**config.mk**
```make
export PLATFORM = sky130hd
export DESIGN_NAME = multicycle_control_fsm
export DESIGN_NICKNAME = d
export VERILOG_FILES = /design/src/rtl/multicycle_control_fsm.sv
export SDC_FILE = /design/constraint.sdc
export NUM_CORES = 1
export LEC_CHECK = 0
export CORE_ASPECT_RATIO = 2
export CORE_MARGIN = 2
export CORE_UTILIZATION = 30
export CTS_BUF_LIST = sky130_fd_sc_hd__clkbuf_4
export DETAILED_ROUTE_END_ITERATION = 12
export PLACE_DENSITY = 0.62
export SLEW_MARGIN = 20
export SYNTH_ARGS = -nofsm -noshare
export SYNTH_HDL_FRONTEND = slang
export SYNTH_SLANG_ARGS = --single-unit
```
**constraint.sdc**
```tcl
create_clock -name Clk -period 4.9 [get_ports Clk]
set_input_delay 0.98 -clock Clk [delete_from_list [all_inputs] [get_ports Clk]]
set_output_delay 0.98 -clock Clk [all_outputs]
set_load 0.01 [all_outputs]
```
**src/rtl/multicycle_control_fsm.sv**
```systemverilog
// Multi-cycle MIPS control unit: walks the shared datapath through fetch/decode/execute,
// stalls on memory wait states, traps on unsupported opcodes and counts retired instructions.
module multicycle_control_fsm #(
  parameter bit         MEM_WAIT_EN     = 1'b1,
  parameter bit         TRAP_ON_ILLEGAL = 1'b1,
  parameter int         CNT_W           = 32,
  parameter logic [5:0] ALU_ADD         = 6'b100000,
  parameter logic [5:0] ALU_SUB         = 6'b100010
) (
  input  logic             Clk,
  input  logic             Rst,
  input  logic [5:0]       Opcode,
  input  logic [5:0]       Funct,
  input  logic             Zero,
  input  logic             MemReady,
  output logic             PCWrite,
  output logic             IorD,
  output logic             MemRead,
  output logic             MemWrite,
  output logic             IRWrite,
  output logic             RegDst,
  output logic             MemtoReg,
  output logic             RegWrite,
  output logic             ALUSrcA,
  output logic [1:0]       ALUSrcB,
  output logic [5:0]       ALUOp,
  output logic [1:0]       PCSource,
  output logic [3:0]       State,
  output logic             Illegal,
  output logic [CNT_W-1:0] RetireCount
);

  typedef enum logic [3:0] {
    S_FETCH  = 4'd0,  S_DECODE = 4'd1,  S_MEMADR = 4'd2,  S_MEMRD  = 4'd3,
    S_MEMWB  = 4'd4,  S_MEMWR  = 4'd5,  S_EXEC   = 4'd6,  S_RWB    = 4'd7,
    S_BRANCH = 4'd8,  S_JUMP   = 4'd9,  S_ADDIEX = 4'd10, S_ADDIWB = 4'd11,
    S_TRAP   = 4'd12
  } state_e;

  localparam logic [5:0] OP_RTYPE = 6'b000000;
  localparam logic [5:0] OP_LW    = 6'b100011;
  localparam logic [5:0] OP_SW    = 6'b101011;
  localparam logic [5:0] OP_BEQ   = 6'b000100;
  localparam logic [5:0] OP_ADDI  = 6'b001000;
  localparam logic [5:0] OP_J     = 6'b000010;

  state_e           state_q, state_d;
  logic [CNT_W-1:0] cnt_q;
  logic             retire_s;
  logic             ready_s;
  logic             pcw_s, iord_s, mrd_s, mwr_s, irw_s, rdst_s, m2r_s, rw_s, srca_s, ill_s;
  logic [1:0]       srcb_s, pcsrc_s;
  logic [5:0]       aluop_s;

  assign ready_s = MEM_WAIT_EN ? MemReady : 1'b1;

  always_comb begin
    state_d  = state_q;
    retire_s = 1'b0;
    case (state_q)
      S_FETCH: begin
        if (ready_s) state_d = S_DECODE;
        else         state_d = S_FETCH;
      end
      S_DECODE: begin
        case (Opcode)
          OP_RTYPE:     state_d = S_EXEC;
          OP_LW, OP_SW: state_d = S_MEMADR;
          OP_BEQ:       state_d = S_BRANCH;
          OP_ADDI:      state_d = S_ADDIEX;
          OP_J:         state_d = S_JUMP;
          default: begin
            if (TRAP_ON_ILLEGAL) begin
              state_d = S_TRAP;
            end else begin
              state_d  = S_FETCH;
              retire_s = 1'b1;
            end
          end
        endcase
      end
      S_MEMADR: begin
        if (Opcode == OP_LW)      state_d = S_MEMRD;
        else if (Opcode == OP_SW) state_d = S_MEMWR;
        else                      state_d = S_FETCH;
      end
      S_MEMRD: begin
        if (ready_s) state_d = S_MEMWB;
        else         state_d = S_MEMRD;
      end
      // A store retires only in the cycle memory accepts it.
      S_MEMWR: begin
        if (ready_s) begin
          state_d  = S_FETCH;
          retire_s = 1'b1;
        end else begin
          state_d  = S_MEMWR;
        end
      end
      S_EXEC:   state_d = S_RWB;
      S_ADDIEX: state_d = S_ADDIWB;
      S_MEMWB, S_RWB, S_BRANCH, S_JUMP, S_ADDIWB: begin
        state_d  = S_FETCH;
        retire_s = 1'b1;
      end
      S_TRAP:   state_d = S_TRAP;
      default:  state_d = S_FETCH;
    endcase
  end

  always_ff @(posedge Clk or negedge Rst) begin
    if (!Rst) begin
      state_q <= S_FETCH;
      cnt_q   <= '0;
    end else begin
      state_q <= state_d;
      if (retire_s) cnt_q <= cnt_q + {{(CNT_W-1){1'b0}}, 1'b1};
      else          cnt_q <= cnt_q;
    end
  end

  always_comb begin
    pcw_s   = 1'b0;  iord_s = 1'b0;  mrd_s  = 1'b0;  mwr_s  = 1'b0;
    irw_s   = 1'b0;  rdst_s = 1'b0;  m2r_s  = 1'b0;  rw_s   = 1'b0;
    srca_s  = 1'b0;  srcb_s = 2'd0;  pcsrc_s = 2'd0; aluop_s = ALU_ADD;
    ill_s   = 1'b0;
    case (state_q)
      S_FETCH: begin
        mrd_s  = 1'b1;
        srcb_s = 2'd1;
        if (ready_s) begin
          irw_s = 1'b1;
          pcw_s = 1'b1;
        end else begin
          irw_s = 1'b0;
          pcw_s = 1'b0;
        end
      end
      S_DECODE: srcb_s = 2'd3;
      S_MEMADR, S_ADDIEX: begin
        srca_s = 1'b1;
        srcb_s = 2'd2;
      end
      S_MEMRD: begin
        mrd_s  = 1'b1;
        iord_s = 1'b1;
      end
      S_MEMWB: begin
        rw_s  = 1'b1;
        m2r_s = 1'b1;
      end
      S_MEMWR: begin
        mwr_s  = 1'b1;
        iord_s = 1'b1;
      end
      S_EXEC: begin
        srca_s  = 1'b1;
        aluop_s = Funct;
      end
      S_RWB: begin
        rw_s   = 1'b1;
        rdst_s = 1'b1;
      end
      S_BRANCH: begin
        srca_s  = 1'b1;
        aluop_s = ALU_SUB;
        pcsrc_s = 2'd1;
        pcw_s   = Zero;
      end
      S_JUMP: begin
        pcw_s   = 1'b1;
        pcsrc_s = 2'd2;
      end
      S_ADDIWB: rw_s  = 1'b1;
      S_TRAP:   ill_s = 1'b1;
      default: begin
        ill_s = 1'b0;
      end
    endcase
  end

  // Reset forces every control line low immediately so an aborted access cannot complete.
  assign PCWrite     = Rst & pcw_s;
  assign IorD        = Rst & iord_s;
  assign MemRead     = Rst & mrd_s;
  assign MemWrite    = Rst & mwr_s;
  assign IRWrite     = Rst & irw_s;
  assign RegDst      = Rst & rdst_s;
  assign MemtoReg    = Rst & m2r_s;
  assign RegWrite    = Rst & rw_s;
  assign ALUSrcA     = Rst & srca_s;
  assign ALUSrcB     = Rst ? srcb_s  : 2'b00;
  assign ALUOp       = Rst ? aluop_s : 6'b000000;
  assign PCSource    = Rst ? pcsrc_s : 2'b00;
  assign Illegal     = Rst & ill_s;
  assign State       = state_q;
  assign RetireCount = cnt_q;

endmodule

```
==> results by group, run 1 <==
Status
  • Status: completed

Pwr
  • Pwr Density: 317 nW/um2
  • Clk pwr share: around 17%
  • Sw Pwr: about 340 uW
  • Register share of total power: between 40% and 50%
  • Peak supply drop: between 0.1 and 0.15 mV
  • Cell-internal power: around 570 uW
  • Comb power frac: between 30% and 40%
  • Switching portion of total power: 37.1%
  • Leak: 1.07 nW

Yosys
  • Sequential area share after synthesis: ~44%
  • Most frequent cell after synthesis: dfrtp_1
  • Ys async rst share: between 90% and 100%
  • Synth area leader: dfrtp_1
  • Simple-gate share of the synthesized area: a little under a third
  • Top post-synthesis cells by area: dfrtp_1 44%, xnor2_1 9.5%, xor2_1 4.8%
  • Largest family of logic cells by synthesized area: simple AND/OR/NAND/NOR gates
  • Post-synthesis cell area: approximately 2000 um2
  • Ys flop type: dfrtp_1
  • Distinct cell type count after synthesis: 42
  • Post-synth top cells: 36 x dfrtp_1, 22 x nand2_1, 22 x nor2_1, 22 x xnor2_1, 14 x nand3_1
  • Post-synthesis mux area share: 0%
  • Avg Inst Size Synth: 9.46 um2
  • Yosys top cell area share: between 40% and 50%
  • #FFs+latches synth: 36
  • Mapped Nets: 231
  • Complex-gate fraction of the synthesized area: approximately 6.7%
  • YS warnings: 0
  • Synth Area in XOR/XNOR: between 10% and 20%
  • Cells after synthesis: between 200 and 250
  • Adder-Cell Fraction of Synth Area: less than 1%
  • EDFF count, synth: 0

Setup path
  • CP Data Arrival Time: ~2700 ps
  • Most used cell, CP: clkdlybuf4s50_1
  • Critical Path RT: 3920 ps
  • Worst R2R End: RetireCount[27]$_DFFE_PN0P_
  • Reg2Reg Depth: 5
  • CP Cell Sequence: clkdlybuf4s50_1, nor2b_1, nand2_1, a211oi_1, clkdlybuf4s50_1
  • Crit Path Class: in -> out
  • CP Max Fanout: 6
  • Critical Path Max Stage Delay: 580 ps
  • Worst R2R Start: State[0]$_DFF_PN0_
  • R2R Setup Slk: ~2400 ps
  • CP Capture Type: output port
  • Slowest cell on the critical path: clkdlybuf4s50_1
  • Nature of the critical path startpoint: input port

STA
  • Tcrit/Tclk final: approximately 74%
  • Worst rel slew slack: approximately 55%
  • Crit path time final: between 3000 and 4000 ps
  • Worst Skew: between 10 and 15 ps
  • Unrepaired setup endpoints after global routing: false
  • Setup TNS: 0 ps
  • Worst setup margin: 1270 ps
  • # setup viols final: 0
  • Pins Over Slew Limit: 0
  • FMAX: 275 MHz
  • Final Hold Viols: 0
  • Worst-margin pin slew: approximately 660 ps

Placement
  • DPL Wire Length: approximately 4300 um
  • IO Port Bufs: 71
  • DP Worst Slack: 1290 ps
  • RePlAce Congestion: ~0.83
  • Placed Cells: about 370

CTS
  • Clock buffer depth: 2
  • Worst-skew pair later-pin latency: ~340 ps
  • Clock net sink count: 36
  • Htree depth: 2
  • Post-CTS Setup Bufs: 0
  • Post-CTS Hold Buffers: 0
  • CTS tree: done
  • Worst-path clk slew: 90 ps
  • Post-CTS resize count: 0
  • Clock buffer count from CTS: 5
  • Clk root buf: clkbuf_4

Detailed routing
  • Initial detailed-routing violation count: between 60 and 70
  • ANT nets after route: 0
  • Routed wire length: 5530 um
  • Drt via density: 5.01
  • DRC violations left: 0
  • DR pass1 iterations: 4
  • Avg WL per Cell: around 15 um
  • Via count: roughly 1900

Floorplanning
  • Standard-cell rows: 42
  • Die ar.: 7460 um2
  • Die width: 62.1 um
  • Top-Level Pins: ~70
  • Core area: around 6600 um2
  • Initial Util: around 31%
  • Die height: around 120 um

Final layout
  • Non-Filler Instances: approximately 380
  • Layout Area Growth over Synthesis: 41.5%
  • ANT cells: 0
  • Final #Nets: around 300
  • Area of the multi-input gates: 1080 um2
  • Layout cell share with drive strength beyond 1: 5.92%
  • Final core utilization: between 40% and 50%
  • Reg area: around 900 um2
  • Filler cells: ~650

Global route
  • GRT overflow: 0
  • Pin count of the biggest net entering global routing: 35
  • First-pass GRT wire length: about 9000 um
  • GRT Util Overall: between 15 and 20%
  • Vias in the first global route: about 1900
  • Initial antenna violation count: 0

Hold path
  • Hold Crit Class: in -> async

Run
  • Max Cap Violations: 0
## cells in the final DEF (no fill, tap or decap), types with 2 or more instances in the layout
master,n
a211oi_1,4
a21oi_1,3
a41oi_1,2
and2_1,6
and3_1,7
and4_1,3
clkbuf_4,6
clkdlybuf4s50_1,70
dfrtp_1,36
inv_1,2
nand2_1,22
nand2b_1,6
nand3_1,14
nand4_1,11
nor2_1,22
nor2b_1,2
nor3_1,7
nor3_2,2
nor4_1,3
nor4b_1,2
o21ai_0,2
or2_2,2
or4_1,2
xnor2_1,22
xor2_1,11
## worst max-delay path: cells and delay by family
kind | cells | cell delay, ps
buf+inv | 2 | 1150
simple gates | 2 | 280
compound gates | 1 | 240
## power groups by stage
stage	Combinational [mW]	Sequential, mW	Clock [mW]
finish	0.356	0.401	0.152
global route	0.388	0.408	0.170
CTS	0.358	0.401	0.157
detailed placement	0.355	0.407	0
global placement	0.355	0.407	0
floorplan	0.204	0.386	0
## layer usage
metal	share of wire (%)	GRT usage, %
met1	36	17.3
met2	55	29.3
met3	6.0	2.35
met4	2.6	6.91
met5	0	0
## cell type report
| cell class | count | share of cell area, % |
|---|---|---|
| Multi-Input combinational cell | 170 | 37.8 |
| Timing Repair Buffer | 72 | 24.9 |
| Tap cell | 88 | 3.84 |
| Clock buffer | 6 | 1.57 |
| Sequential cell | 36 | 31.4 |
| Clock inverter | 1 | 0.175 |
| Inverter | 2 | 0.262 |
## through the flow
stage          hold slack, ps  area (um2)  power, mW
3_3_place_gp              475        2820      0.762
5_1_grt                   491        2870      0.966
6_report                  488        2870      0.909
3_5_place_dp              481        2820      0.762
4_1_cts                   488        2870      0.916
2_1_floorplan             504        2020      0.590
## worst max-delay path by stage
stage                        start  cells past startpoint  endpoint  slack, ps
after detailed placement  MemReady                      5   PCWrite       1290
final                     MemReady                      5   PCWrite       1270
after floorplan                Rst                      4  ALUOp[1]       2090
after CTS                 MemReady                      5   PCWrite       1270
after global routing      MemReady                      5   PCWrite       1130
after global placement    MemReady                      5   PCWrite       1300
## kinds of logic after synthesis
| group | Yosys count |
|---|---|
| adders and majority gates | 1 |
| xor gates and xnor gates | 33 |
| and+or+nand+nor | 117 |
| buffers and inverters | 8 |
| DFF | 36 |
| AOI/OAI and AO/OA | 19 |
## state kept, by name, summed over array words and instances, names as in the netlist
register	count
RetireCount	32
State	4
Note: power is estimated with default switching activity, not from simulation.
==> run 2, diff against run 1 <==
==> constraint.sdc (replaced) <==
create_clock -name Clk -period 3.65 [get_ports Clk]
set_input_delay 0.73 -clock Clk [delete_from_list [all_inputs] [get_ports Clk]]
set_output_delay 0.73 -clock Clk [all_outputs]
set_load 0.01 [all_outputs]
==> run 2 against run 1 <==
Against the previous run:
- first-iteration DRC count increased by 57%
- sequential power up 34%
- power rose by 41%
- hold slack improved by 5.6 ps
- routed wire length increased by 1.6%
==> results by group, run 2 (synthesized netlist as in run 1, its figures left out) <==
STA
  • Pins Over Slew Limit: 0 (unchanged)
  • # setup viols final: 0 (unchanged)
  • Crit path time final: 3140 ps
  • Worst rel slew slack: 50.8% (-4.4 points)
  • Tcrit/Tclk final: a little under nine tenths
  • FMAX: 319 MHz
  • Unrepaired setup endpoints after global routing: false
  • Setup TNS: 0 ps (unchanged)
  • Worst setup margin: 511 ps (-757 ps)
  • Worst-margin pin slew: 728 ps (+65.0 ps)
  • Final Hold Viols: 0 (unchanged)
  • Worst Skew: 11.1 ps (-1.83 ps)

Detailed routing
  • DRC violations left: 0 (unchanged)
  • Routed wire length: 5610 um (+1.6%)
  • Avg WL per Cell: 14.9 um (+1.3%)
  • DR pass1 iterations: 4 (unchanged)
  • ANT nets after route: 0 (unchanged)
  • Initial detailed-routing violation count: 99 (+57%)
  • Via count: 1898 (+0.96%)
  • Drt via density: 5.05 (+0.69%)

Floorplanning
  • Top-Level Pins: 72 (unchanged)
  • Standard-cell rows: 42 (unchanged)
  • Die ar.: 7460 um2 (unchanged)
  • Core area: 6570 um2 (unchanged)
  • Die height: 120 um (unchanged)
  • Die width: 62.1 um (unchanged)
  • Initial Util: 30.8% (unchanged)

Final layout
  • Layout Area Growth over Synthesis: 42.8%
  • Finished Cell Area: 2890 um2 (+0.87%)
  • Layout cell share with drive strength beyond 1: 5.56% (-0.37 points)
  • Final core utilization: 44.0% (+0.38 points)
  • Most common cell after layout, fill and taps aside: clkdlybuf4s50_1
  • Max reg flops: 32 (unchanged)
  • ANT cells: 0 (unchanged)
  • Commonest cells after routing, fill and taps aside: 70 x clkdlybuf4s50_1, 36 x dfrtp_1, 22 x xnor2_1, 22 x nor2_1, 22 x nand2_1
  • Final #Nets: 304 (unchanged)

Hold path
  • Hold Crit Depth: 1
  • Min-Delay Endpoint: RetireCount[26]$_DFFE_PN0P_
  • Hold Crit Class: reg -> reg
  • Hold Path Origin: RetireCount[26]$_DFFE_PN0P_

Global route
  • Initial antenna violation count: 0 (unchanged)
  • GRT overflow: 0 (unchanged)
  • Pin count of the biggest net entering global routing: 38 (+8.6%)
  • Vias in the first global route: 2001 (+3.4%)
  • GRT Util Overall: 16.6% (+0.41 points)
  • First-pass GRT wire length: 9450 um (+3.2%)

Placement
  • DP Worst Slack: 543 ps (-749 ps)
  • DPL Wire Length: 4320 um (-0.41%)
  • Cell Area, Placed: 2820 um2 (unchanged)
  • IO Port Bufs: 71 (unchanged)
  • RePlAce Congestion: 0.841 (+1.2%)

Setup path
  • Most used cell, CP: clkdlybuf4s50_1
  • Worst R2R End: RetireCount[27]$_DFFE_PN0P_
  • Critical Path RT: 2920 ps (-1000 ps)
  • CP Cell Sequence: clkdlybuf4s50_1, nor2b_1, nand2_1, a211oi_1, clkdlybuf4s50_1
  • Crit Path Class: in -> out
  • CP delay by family, top: buffers and inverters
  • Nature of the critical path startpoint: input port
  • Worst Path Buf+Inv: 2 (unchanged)
  • Reg2Reg Depth: 5 (unchanged)
  • CP Data Arrival Time: 2410 ps (-240 ps)
  • Slowest cell on the critical path: clkdlybuf4s50_1
  • Worst R2R Start: State[0]$_DFF_PN0_
  • CP Max Fanout: 6 (unchanged)
  • CP Capture Type: output port
  • R2R Setup Slk: 1120 ps (-1300 ps)
  • Critical Path Max Stage Delay: 580 ps (about the same)

CTS
  • Clk root buf: clkbuf_4
  • Clock buffer depth: 2 (unchanged)
  • Clock buffer count from CTS: 5 (unchanged)
  • Post-CTS Setup Bufs: 0 (unchanged)
  • Post-CTS Hold Buffers: 0 (unchanged)
  • Post-CTS resize count: 0 (unchanged)
  • Worst-skew pair later-pin latency: 340 ps (about the same)
  • Worst-path clk slew: 100 ps (about the same)
  • CTS tree: done
  • Htree depth: 2 (unchanged)
  • Clock net sink count: 36 (unchanged)

Status
  • Status: completed

Pwr
  • Peak supply drop: 0.206 mV (+56%)
  • Leak: 1.08 nW (+0.82%)
  • Pwr Density: 444 nW/um2 (+40%)

Run
  • Max Cap Violations: 0 (unchanged)
## run 2: cell types whose count changed in the layout (fill, tap and decap cells not counted), sizes merged
cell,previous run,this run
bufinv,0,1
clkbuf,6,5
clkinv,1,2
## run 2: power breakdown
group | leakage, nW | internal [mW] | switching (mW)
Sequential | 0.450 | 0.442 | 0.0965
Combinational | 0.594 | 0.246 | 0.227
Clock | 0.0403 | 0.140 | 0.132
## run 2: worst max-delay path by stage
stage                             startpoint        to  slack, ps  cells after the start
after floorplan           State[2]$_DFF_PN0_  ALUOp[1]       1340                      5
after global placement              MemReady   PCWrite        540                      5
after detailed placement            MemReady   PCWrite        540                      5
after CTS                 State[3]$_DFF_PN0_  ALUOp[1]        490                      5
after global routing      State[3]$_DFF_PN0_  ALUOp[1]        370                      5
final                               MemReady   PCWrite        510                      5
## run 2: routing by layer
metal	GRT usage [%]	share of wire (%)	vias up	wire, um
met5	0	0	-	0
met4	5.05	1.5	0	86
met3	3.10	5.1	7	288
met2	30.3	56	67	3170
met1	18.1	37	912	2070
li1	-	-	912	-
## run 2: metrics by stage
stage	total power [mW]	hold WS, ps	cells
after global placement	1.02	474	368
after detailed placement	1.02	483	368
after CTS	1.30	501	376
final	1.28	493	376
after global routing	1.36	508	376
after floorplan	0.792	434	214
## run 2: final cells by class
type / count / area, um2
multi-input combinational: 170 / 1080
fill: 670 / 3680
sequential: 36 / 901
tap: 88 / 110
clock inverter: 3 / 37.5
clock buffer: 5 / 37.5
timing repair buffer: 72 / 713
inverter: 2 / 7.51
==> variant, RTL diff (flow settings as in run 1) <==
The parameter `MEM_WAIT_EN` goes from 1'b1 to 1'b0.
--- a/src/rtl/multicycle_control_fsm.sv
+++ b/src/rtl/multicycle_control_fsm.sv
@@ -2,5 +2,5 @@
 // stalls on memory wait states, traps on unsupported opcodes and counts retired instructions.
 module multicycle_control_fsm #(
-  parameter bit         MEM_WAIT_EN     = 1'b1,
+  parameter bit         MEM_WAIT_EN     = 1'b0,
   parameter bit         TRAP_ON_ILLEGAL = 1'b1,
   parameter int         CNT_W           = 32,
Function: changed (a bounded check fails within 4 cycles, from zero or initial values and one cycle with Rst low).
==> variant against run 1 <==
Worst setup slack better by 0.21 ns. Combinational power up 3%. Power up 3.4%. Critical path type unchanged. Sequential cell count unchanged. Via count down 6.4%. Wire length down 6.3%. Design area down 2.7%. Count of clock-buffer cells in the layout down 1. Area after synthesis down 3.3%.
==> variant: results (changes against run 1) <==
| Metric | Value |
|---|---|
| Timing startpoint of the critical path | Rst |
| Diode count | 0 (unchanged) |
| Top cells by area, synth | dfrtp_1 46%, xnor2_1 13%, nand2_1 4.8% |
| Fin nets | 291 (-4.3%) |
| Largest net degree at the start of global routing | 39 (+11%) |
| R2R setup slack | 2.75 ns (+0.33 ns) |
| Worst-Margin Slew | 0.5593 ns (-0.1038 ns) |
| PortBufs | 70 (-1.4%) |
| Cell count of the worst hold path | 1 |
| GRT Resource Usage Total | 15.13% (-1.0 points) |
| DP Cell Count | 353 (-4.1%) |
| Non-Filler Instances | 361 (-3.7%) |
| Layout cells sized above 1 | 5.455% (-0.47 points) |
| Largest fanout on the critical path | 38 (+32) |
| Comb group | 367 µW (+3%) |
| Post-DRT Antenna Nets | 0 (unchanged) |
| Leakage dissipation | 1.095 nW (+1.9%) |
| Vias in the first global route | 1700 (-12%) |
| Worst setup path end | MemRead |
| Detailed Route WL | 5179 µm (-6.3%) |
| Via/cell ratio | 4.875 (-2.8%) |
| Setup WS pre-CTS | 1.417 ns (+0.1251 ns) |
| Syn Inst Count | 203 (-5.1%) |
| Hpwl dp | 3881 µm (-10%) |
| Hold Startpoint | RetireCount[31]$_DFFE_PN0P_ |
| DIE WIDTH | 61.11 µm (-1.6%) |
| Skew final | 0.01429 ns (+0.001381 ns) |
| First-pass GRT wire length | 8204 µm (-10%) |
| Switching share of power | 38.35% (+1.2 points) |
| Post-synth cell types | 45 (+7.1%) |
| Iter 0 DRT Violations | 76 (+21%) |
| Run status | finished clean |
| Worst min path class | flip-flop to flip-flop |
| Final Cycle Share | 69.92% (-4.2 points) |
| Worst-path clk slew | 0.10 ns |
| Worst r2r dst | RetireCount[31]$_DFFE_PN0P_ |
| Arr. time, crit path | 2.45 ns (-0.20 ns) |
| Syn_nets | 220 (-4.8%) |
| List of most frequent post-synthesis cells | 36 x dfrtp_1, 28 x xnor2_1, 25 x nand2_1, 16 x nor2_1, 12 x nand3_1 |
| Seq/Total Area, Yosys | 46.04% (+1.5 points) |
| Peak supply drop | 0.1968 mV (+49%) |
| Global placement routability congestion | 0.7649 (-7.9%) |
variant: changes by cell type after synthesis, sizes merged, moves of 3 or more:
cell	delta
a211oi	-4
inv	+3
nand2	+3
nand2b	-5
nor2	-6
xnor2	+7
xor2	-6
variant: layout make-up:
class	instances	area, µm²
multi-input combinational	155	1006
inverter	5	18.77
sequential	36	900.9
fill	632	3522
tap	86	107.6
clock buffer	5	37.54
timing repair buffer	71	703.2
clock inverter	3	13.76
variant: per-layer routing:
layer  GRT usage (%)  wire, µm  vias up
met5               0         0        -
met4           5.707        93        0
met3           4.814       350        5
met2           26.53      2843       71
met1           15.83      1892      831
li1                -         -      853
variant: how the worst min path moves through the flow:
stage                                  end
3_5_place_dp   RetireCount[31]$_DFFE_PN0P_
5_1_grt        RetireCount[31]$_DFFE_PN0P_
6_report       RetireCount[31]$_DFFE_PN0P_
4_1_cts        RetireCount[31]$_DFFE_PN0P_
3_3_place_gp   RetireCount[31]$_DFFE_PN0P_
2_1_floorplan  RetireCount[31]$_DFFE_PN0P_
variant: critical path, cell delays in order:
cell             delay [ns]
buf_2                  0.19
buf_4                  0.46
and4_1                 0.26
clkdlybuf4s50_1        0.55
variant: logic make-up after synthesis:
group | synth area share (%)
AOI/OAI and AO/OA | 7.482
xor gates and xnor gates | 15.60
adders and majority gates | 0.6393
buffers and inverters | 2.557
DFF | 46.04
muxes | 0.5754
and+or+nand+nor | 27.11
variant: metrics by stage:
stage          hold WS, ns  power, mW  utilization (%)  cell area [µm²]
2_1_floorplan       0.5076     0.5978                -             1957
3_3_place_gp        0.4608     0.7899            43.37             2736
3_5_place_dp        0.4702     0.7904            43.37             2736
4_1_cts             0.4893     0.9533            44.18             2788
5_1_grt             0.5114      1.007            44.18             2788
6_report            0.4784     0.9395            44.18             2788
